<file path="src/rtl/alu_issue_sequencer_pkg.sv">
// Shared definitions for the ALU issue sequencer: opcodes, instruction
// field positions, FSM encoding and the opcode decode helpers.
package alu_issue_sequencer_pkg;

    localparam logic [7:0] OP_ADD = 8'h88;
    localparam logic [7:0] OP_SUB = 8'h89;
    localparam logic [7:0] OP_INC = 8'h8A;

    // Instruction layout: [31:24] opcode, [15:8] operand 2, [7:0] operand 1
    localparam int OPC_LSB = 24;
    localparam int OP2_LSB = 8;
    localparam int OP1_LSB = 0;
    localparam int INSTR_W = 32;

    typedef enum logic [1:0] {
        S_IDLE   = 2'd0,
        S_DECODE = 2'd1,
        S_EXEC   = 2'd2,
        S_DONE   = 2'd3
    } state_t;

    typedef enum logic [1:0] {
        F_ADD = 2'd0,
        F_SUB = 2'd1,
        F_INC = 2'd2
    } func_t;

    // Unknown opcodes fall back to add (and get flagged separately)
    function automatic func_t op_func(input logic [7:0] opc);
        case (opc)
            OP_SUB:  return F_SUB;
            OP_INC:  return F_INC;
            default: return F_ADD;
        endcase
    endfunction

    function automatic logic op_bad(input logic [7:0] opc);
        return !(opc == OP_ADD || opc == OP_SUB || opc == OP_INC);
    endfunction

endpackage

</file>
<file path="src/rtl/alu_issue_fifo.sv">
// Synchronous DEPTH x WIDTH instruction queue. Push while full and pop
// while empty are ignored; simultaneous push/pop keeps count unchanged.
module alu_issue_fifo #(
    parameter int DEPTH = 4,
    parameter int WIDTH = 32
) (
    input  logic                     clk,
    input  logic                     rst_n,
    input  logic                     push,
    input  logic                     pop,
    input  logic [WIDTH-1:0]         din,
    output logic [WIDTH-1:0]         head,
    output logic [$clog2(DEPTH):0]   count,
    output logic                     full,
    output logic                     empty
);

    localparam int AW = $clog2(DEPTH);
    localparam int CW = AW + 1;

    logic [WIDTH-1:0] mem [DEPTH];
    logic [AW-1:0]    wr_ptr;
    logic [AW-1:0]    rd_ptr;
    logic             push_ok;
    logic             pop_ok;

    assign full    = (count == CW'(DEPTH));
    assign empty   = (count == '0);
    assign push_ok = push && !full;
    assign pop_ok  = pop && !empty;
    assign head    = mem[rd_ptr];

    // Storage needs no reset: nothing is read until count says it is valid
    always_ff @(posedge clk) begin
        if (push_ok) mem[wr_ptr] <= din;
    end

    // Pointers wrap naturally since DEPTH is a power of two
    always_ff @(posedge clk or negedge rst_n) begin
        if (!rst_n) begin
            wr_ptr <= '0;
            rd_ptr <= '0;
            count  <= '0;
        end else begin
            if (push_ok) wr_ptr <= wr_ptr + AW'(1);
            if (pop_ok)  rd_ptr <= rd_ptr + AW'(1);
            case ({push_ok, pop_ok})
                2'b10:   count <= count + CW'(1);
                2'b01:   count <= count - CW'(1);
                default: ;
            endcase
        end
    end

endmodule

</file>
<file path="src/rtl/alu_issue_sequencer.sv">
// Issue sequencer: queues instructions, steps each through DECODE, EXEC
// and DONE, and hands results off on a valid/ready port.
module alu_issue_sequencer
    import alu_issue_sequencer_pkg::*;
#(
    parameter int DEPTH = 4,
    parameter int CNT_W = 16
) (
    input  logic               clk,
    input  logic               rst_n,
    input  logic               instr_valid,
    input  logic [31:0]        instr_in,
    output logic               instr_ready,
    output logic               result_valid,
    output logic [7:0]         result,
    output logic [7:0]         res_op,
    output logic               bad_op,
    input  logic               result_ready,
    output logic               busy,
    output logic [CNT_W-1:0]   retired
);

    localparam int CW = $clog2(DEPTH) + 1;

    state_t              state;
    state_t              state_nxt;
    logic                pop;
    logic                push;
    logic                q_empty;
    logic                q_full;
    logic [CW-1:0]       q_count;
    logic [INSTR_W-1:0]  q_head;

    logic [INSTR_W-1:0]  ir;
    func_t               func;
    logic [7:0]          op1;
    logic [7:0]          op2;
    logic [7:0]          opc;
    logic                bad_r;
    logic [7:0]          alu_out;
    logic                unused_ir;

    // Bits [23:16] of the instruction carry nothing
    assign unused_ir = &{1'b0, ir[23:16]};

    // instr_ready comes only from the registered queue count
    assign instr_ready = !q_full;
    assign push        = instr_valid && instr_ready;
    assign busy        = (state != S_IDLE) || (q_count != '0);

    alu_issue_fifo #(
        .DEPTH (DEPTH),
        .WIDTH (INSTR_W)
    ) u_fifo (
        .clk   (clk),
        .rst_n (rst_n),
        .push  (push),
        .pop   (pop),
        .din   (instr_in),
        .head  (q_head),
        .count (q_count),
        .full  (q_full),
        .empty (q_empty)
    );

    // State register
    always_ff @(posedge clk or negedge rst_n) begin
        if (!rst_n) state <= S_IDLE;
        else        state <= state_nxt;
    end

    // Next-state logic; DONE goes straight to DECODE when work is queued
    always_comb begin
        state_nxt = state;
        case (state)
            S_IDLE:   if (!q_empty) state_nxt = S_DECODE;
            S_DECODE: state_nxt = S_EXEC;
            S_EXEC:   state_nxt = S_DONE;
            S_DONE:   if (result_ready) state_nxt = q_empty ? S_IDLE : S_DECODE;
            default:  state_nxt = S_IDLE;
        endcase
    end

    // FSM outputs: queue pop and result valid
    always_comb begin
        pop          = 1'b0;
        result_valid = (state == S_DONE);
        case (state)
            S_IDLE:  pop = !q_empty;
            S_DONE:  pop = result_ready && !q_empty;
            default: pop = 1'b0;
        endcase
    end

    // ALU: 8-bit, carry/borrow dropped
    always_comb begin
        alu_out = op1 + op2;
        case (func)
            F_SUB:   alu_out = op1 - op2;
            F_INC:   alu_out = op1 + 8'd1;
            default: alu_out = op1 + op2;
        endcase
    end

    // Datapath registers: instruction, decoded operands, result, counter
    always_ff @(posedge clk or negedge rst_n) begin
        if (!rst_n) begin
            ir      <= '0;
            func    <= F_ADD;
            op1     <= '0;
            op2     <= '0;
            opc     <= '0;
            bad_r   <= 1'b0;
            result  <= '0;
            res_op  <= '0;
            bad_op  <= 1'b0;
            retired <= '0;
        end else begin
            if (pop) ir <= q_head;
            if (state == S_DECODE) begin
                opc   <= ir[OPC_LSB +: 8];
                op1   <= ir[OP1_LSB +: 8];
                op2   <= ir[OP2_LSB +: 8];
                func  <= op_func(ir[OPC_LSB +: 8]);
                bad_r <= op_bad(ir[OPC_LSB +: 8]);
            end
            // Result fields only change on entry to DONE, so they hold while valid
            if (state == S_EXEC) begin
                result <= alu_out;
                res_op <= opc;
                bad_op <= bad_r;
            end
            if (result_valid && result_ready) retired <= retired + CNT_W'(1);
        end
    end

endmodule
</file>
<file path="config.mk">
export PLATFORM = sky130hd
export DESIGN_NAME = alu_issue_sequencer
export DESIGN_NICKNAME = d
export VERILOG_FILES = /design/src/rtl/alu_issue_sequencer_pkg.sv /design/src/rtl/alu_issue_fifo.sv /design/src/rtl/alu_issue_sequencer.sv
export SDC_FILE = /design/constraint.sdc
export NUM_CORES = 1
export LEC_CHECK = 0
export BUFFER_PORTS_ARGS = -buffer_cell sky130_fd_sc_hd__buf_2
export CORE_MARGIN = 10
export CORE_UTILIZATION = 53
export DETAILED_ROUTE_END_ITERATION = 10
export PLACE_DENSITY = 0.74
export SYNTH_ARGS = -nofsm -noshare
export SYNTH_HDL_FRONTEND = slang
export SYNTH_SLANG_ARGS = --single-unit
</file>
<file path="constraint.sdc">
create_clock -name clk -period 6.7 [get_ports clk]
set_clock_uncertainty 0.2 [all_clocks]
set_input_delay 0 -clock clk [delete_from_list [all_inputs] [get_ports clk]]
set_output_delay 0 -clock clk [all_outputs]
set_load 0.01 [all_outputs]
</file>
; ---- After elaboration in Yosys (flattened, before gate mapping)
; Memories as Yosys holds them, arrays and structs flattened. A register that Yosys moved wholly into a read port is not among the register bits.
; Cells that the tools add are included.
[classes]
n_mux = 10
shifts = 0
add_sub_neg = 8
div = 0
n_mul = 0
bitwise = 0
eq_ne = 13
magnitude_cmp = 0
reduce_logical = 18
[op_table]
columns = cell, count
row1 = "equality test 8 bit, second input constant", 3
row2 = "adder 16 x 1 -> 16 bit, second input constant", 1
row3 = case mux 8 bit (2 select lines), 1
row4 = "adder 8 x 1 -> 8 bit, second input constant", 1
row5 = adder 8 bit, 1
row6 = "equality test 2 bit, second input constant", 4
row7 = case mux 2 bit (4 select lines), 1
row8 = subtractor 8 bit, 1
row9 = "equality test 2 x 1 -> 1 bit, second input constant", 3
row10 = case mux 3 bit (2 select lines), 1
row11 = logical AND 1 bit, 5
row12 = "adder 2 x 1 -> 2 bit, second input constant", 2
row13 = zero test 1 bit, 4
row14 = 2-to-1 mux 2 bit, 2
row15 = case mux 2 bit (2 select lines), 1
row16 = nonzero test 2 bit, 2
row17 = "adder 3 x 1 -> 3 bit, second input constant", 1
row18 = "equality test 3 bit, second input constant", 1
row19 = zero test 3 bit, 1
row20 = logical OR 1 bit, 3
row21 = 2-to-1 mux 1 bit, 3
row22 = nonzero test 3 bit, 1
row23 = "subtractor 3 x 1 -> 3 bit, second input constant", 1
row24 = zero test 2 bit, 1
row25 = other kinds (4), 4
[word_totals]
out_inout_bits = 36
mem_count = 1
reg_bits = 69
latch_bits = 0
word_cells = 63
rom_bits = 0
mem_bits_rw = 128
input_bits = 36
[mem_list]
columns = memory, words, word_bits, read_ports, rd_clocked_by_memory_dff, write_ports, line_no
row1 = u_fifo.mem, 4, 32, 1, 1, 1, alu_issue_fifo.sv:21  ; logic [WIDTH-1:0] mem [DEPTH];

; ---- Logic depth before layout (Yosys ltp)
[depth]
ltp_word = 7
ltp_mapped = 13
depth_no_buf = 12

; ---- By module
; Synthesis repeated with hierarchy kept, for this count alone.
[unflattened]
cells_unflattened = 512
hier_area_um2 = 9049.9
[modules_own_cells]
columns = module, n_inst, cells_each, seq_area_each_um2, area_per_inst_um2
row1 = alu_issue_fifo, 1, 205, 4018.9, 5091.1
row2 = alu_issue_sequencer, 1, 307, 2152.1, 3958.8

; ---- Least setup slack after synthesis
; Ideal clock, no wire load.
[synth_path]
path_type = flip-flop to flip-flop
startpoint = reg func[0]
endpoint = reg result[6]
required_ns = 6.384
n_path_buf = 1
setup_slack_ns = 3.740
setup_ns = 0.116
path_stages_with_launch = 12
t_arrival_ns = 2.645
synth_period_minus_slack_ns = 2.960
cell_sequence = dfrtp_1 > inv_1 > ha_1 > clkbuf_1 > nand2b_1 > o21ai_0 > fa_1 > a21o_2 > a21oi_1 > o21bai_1 > a2111o_1 > o311ai_0
[synth_between]
elab_chain_len = 2
word_cells_on_any_way = 3
cone_classes = 2 x eq/ne / 1 x mux
[synth_rtl]
columns = element, line_no
row1 = from (decl), alu_issue_sequencer.sv:35  ; func_t func;
row2 = from (signal assigned), alu_issue_sequencer.sv:124  ; func <= op_func(ir[OPC_LSB +: 8]);
row3 = equality test 2 bit or equality test 2 x 1 -> 1 bit (tied branches), alu_issue_sequencer.sv:98  ; case (func)
row4 = case mux 8 bit (2 select lines) (*), alu_issue_sequencer.sv:98
row5 = to (signal assigned), alu_issue_sequencer.sv:129  ; result <= alu_out;
row6 = to (decl), alu_issue_sequencer.sv:15  ; output logic [7:0] result,
; Mark *: on every way between the ends. The rest lies on a longest branch, timed or not.
; A chain may end at the register's enable or synchronous reset.

; ---- Worst setup path after layout
; Same ends and word-level chain as after synthesis.

==> results.yml <==
floorplan:
  die_x_um: 141.5
  die_height_um: 141.5
  core_um2: 14480
  initial_core_util_pct: 54.05
  io_pins: 72
  rows: 44
  fp.dieArea_um2: 20030
synthesis:
  synth-main-ff-cell: "edfxtp_1"
  synth.distinct_cells: 50
  postSynthAreaPerCell_um2: 16.37
  ys_warn_count: 0
  synth_area_um2: 7826
  syn_inst: 478
  synth_common_cells: "edfxtp_1 (96), dfrtp_1 (93), mux2_2 (59)"
  synth-edff-count: 96
  yosys.area.top_type: "edfxtp_1"
  synth_top_area_share_pct: 36.83
  ys_top_cells_by_area: "edfxtp_1 (37%), dfrtp_1 (30%), mux2_2 (8.5%)"
  ys_ff_latch: 189
  ys_seq_area_share_pct: 66.57
  synth.most_common_cell: "edfxtp_1"
  async_flop_share_pct: 49.21
  syn_nets: 537
sta:
  slew_violations: 0
  hold_viol_final: 0
  fmax_ghz: 0.2962
  rsz0062_at_grt: "false"
  fin_crit_sh_pct: 50.39
  setup_tns_ns: 0
  worst_pin_slew_ns: 1.218
  slew_headroom_pct: 18.81
  finalSetupViolCount: 0
  layout_min_cycle_time_ns: 3.376
worst_setup_path:
  cp_max_fo: 12
  crit_path_top_delay_cell: "ha_1"
  criticalPathCategory: "flip-flop to flip-flop"
  crit_required_ns: 6.80
  cpPeakStageDelay_ns: 0.42
  cp_data_arrival_time_ns: 3.47
  crit_chain: "inv_1 > ha_1 > nor2_1 > o22ai_1 > ha_1 > fa_1 > a21o_2 > a21oi_1 > o21bai_1 > a2111o_1 > o311ai_0"
  crit_top_cell: "ha_1"
  cp-start-kind: "flip-flop"
  worstSetupEndpointType: "flip-flop"
layout:
  areaGrowthSynthToFinish_pct: 17.84
  num_antenna_cells: 0
  final_area_um2: 9223
  n_fill_cell: 1029
  fin_nets: 641
  fin_util_pct: 63.70
  layout-drive-gt1-share_pct: 32.27
clock_network:
  clk_pin_slew_ns: 0.07
  post_cts_buffers: 0
  ctsHoldBuffers: 29
  clock-sinks: 189
  cts.path.max_buffers: 2
  cts.repair.resized: 0
  cts_buffers: 17
  clock_latency_ns: 0.42
  cts_max_level: 4
  root_buffer: "clkbuf_16"
  cts_tree: "built"
drt:
  drtAntennaViolNets: 0
  totalWireLength_um: 14010
  drt_first_pass_iters: 4
  drc: 0
  avgRoutedWirePerCell_um: 17.99
  via_per_inst: 5.547
  drt_iter0_markers: 280
  vias: 4321
place:
  port_buffers: 63
  postPlaceCellArea_um2: 8341
  routabilityCongestion: 0.8421
  dp_hpwl_um: 9037
grt:
  grt_start_max_net_pins: 61
  gr-total-overflow: 0
  grt_pass1_wl_um: 23600
  antenna_found_initial: 0
  grt_pass1_vias: 4670
  grtUsageTotal_pct: 14.78
outcome:
  status: "finished clean"
pwr:
  p_total_mw: 4.282
  ir_worst_vdd_mv: 0.2140
  power_density_nw_per_um2: 464.3
  leakage_nw: 3.712
worst_hold_path:
  min_path_type: "input port to flip-flop"
job:
  drv_cap: 0
[power by group]
part           internal, mW  total, mW  switching (mW)
clock network         0.543      0.961           0.418
registers              1.61       1.85           0.241
logic                 0.758       1.47           0.716
[worst max-delay path, delay by kind of cell, from the launching register on]
family          cells  cell delay (ns)
flops               1             0.35
compound gates      6             1.26
buf+inv             1             0.06
simple gates        1             0.29
fa+ha+maj           3             1.08
[metal layers]
layer	track usage [%]	vias up	routed length, µm
li1	-	2002	-
met1	17.95	2195	6026
met2	24.30	102	6965
met3	3.738	22	714
met4	6.885	0	306
met5	0	-	0
[placed cells by master (no fill, tap or decap), drive strengths merged, types with 6 or more instances in the layout]
master / n
a21oi: 14
and3: 9
buf: 72
clkbuf: 21
clkinv: 7
dfrtp: 93
dlygate4sd3: 28
edfxtp: 96
ha: 21
inv: 22
mux2: 59
mux4: 24
nand2: 20
nand3: 9
nor2: 12
o21ai: 13
xnor2: 19
xor2: 6
[sequential cells by signal, summed over array words and instances, names as in the netlist]
name,flops
op1,8
op2,8
u_fifo.rd_ptr,2
u_fifo.wr_ptr,2
u_fifo.mem,96
opc,8
bad_op,1
ir,24
state,2
func,2
retired,16
u_fifo.count,3
bad_r,1
res_op,8
result,8
[worst paths after layout]
check	endpoint	slack, ns	startpoint	cells past startpoint
setup / recovery	result[6]$_DFFE_PN0N_	3.32	func[0]$_DFFE_PN0N_	11
hold / removal	u_fifo.mem[3][30]$_DFFE_PP_	0.12	instr_in[30]	2
setup reg to reg	result[6]$_DFFE_PN0N_	3.32	func[0]$_DFFE_PN0N_	11
hold reg to reg	retired[15]$_DFFE_PN0P_	0.28	retired[15]$_DFFE_PN0P_	1
max in group asynchronous	u_fifo.count[0]$_DFFE_PN0P_	5.13	rst_n	4
min in group asynchronous	op2[4]$_DFFE_PN0N_	0.41	rst_n	4
[logic make-up (layout without fill, tap and decap cells)]
kind of cell / count (synthesis) / count (layout) / synth area share, %
adder cells (fa/ha/maj): 23 / 23 / 3.869
XOR/XNOR: 25 / 25 / 2.798
AND/OR/NAND/NOR: 70 / 70 / 4.700
buffers and inverters: 34 / 151 / 2.110
flip-flops: 189 / 189 / 66.57
multiplexers: 83 / 83 / 15.40
AO/OA/AOI/OAI: 54 / 54 / 4.556
[layout make-up]
class	instances	area [µm²]	share of cell area [%]
inverter	19	71.32	0.7733
multi-input combinational	255	2451	26.58
sequential	189	5210	56.49
timing repair buffer	100	678.2	7.353
clock inverter	11	77.57	0.8411
tap	184	230.2	2.496
clock buffer	21	504.2	5.467
[stage by stage]
| stage | hold slack [ns] | instances | worst slack [ns] |
|---|---|---|---|
| after global placement | -0.2357 | 718 | 3.422 |
| after global routing | 0.1341 | 779 | 3.094 |
| after detailed placement | -0.2249 | 718 | 3.361 |
| after CTS | 0.1054 | 779 | 3.327 |
| final | 0.1221 | 779 | 3.324 |
| after floorplan | -0.4956 | 478 | 3.740 |
No activity file was read; power rests on OpenSTA's default activity.
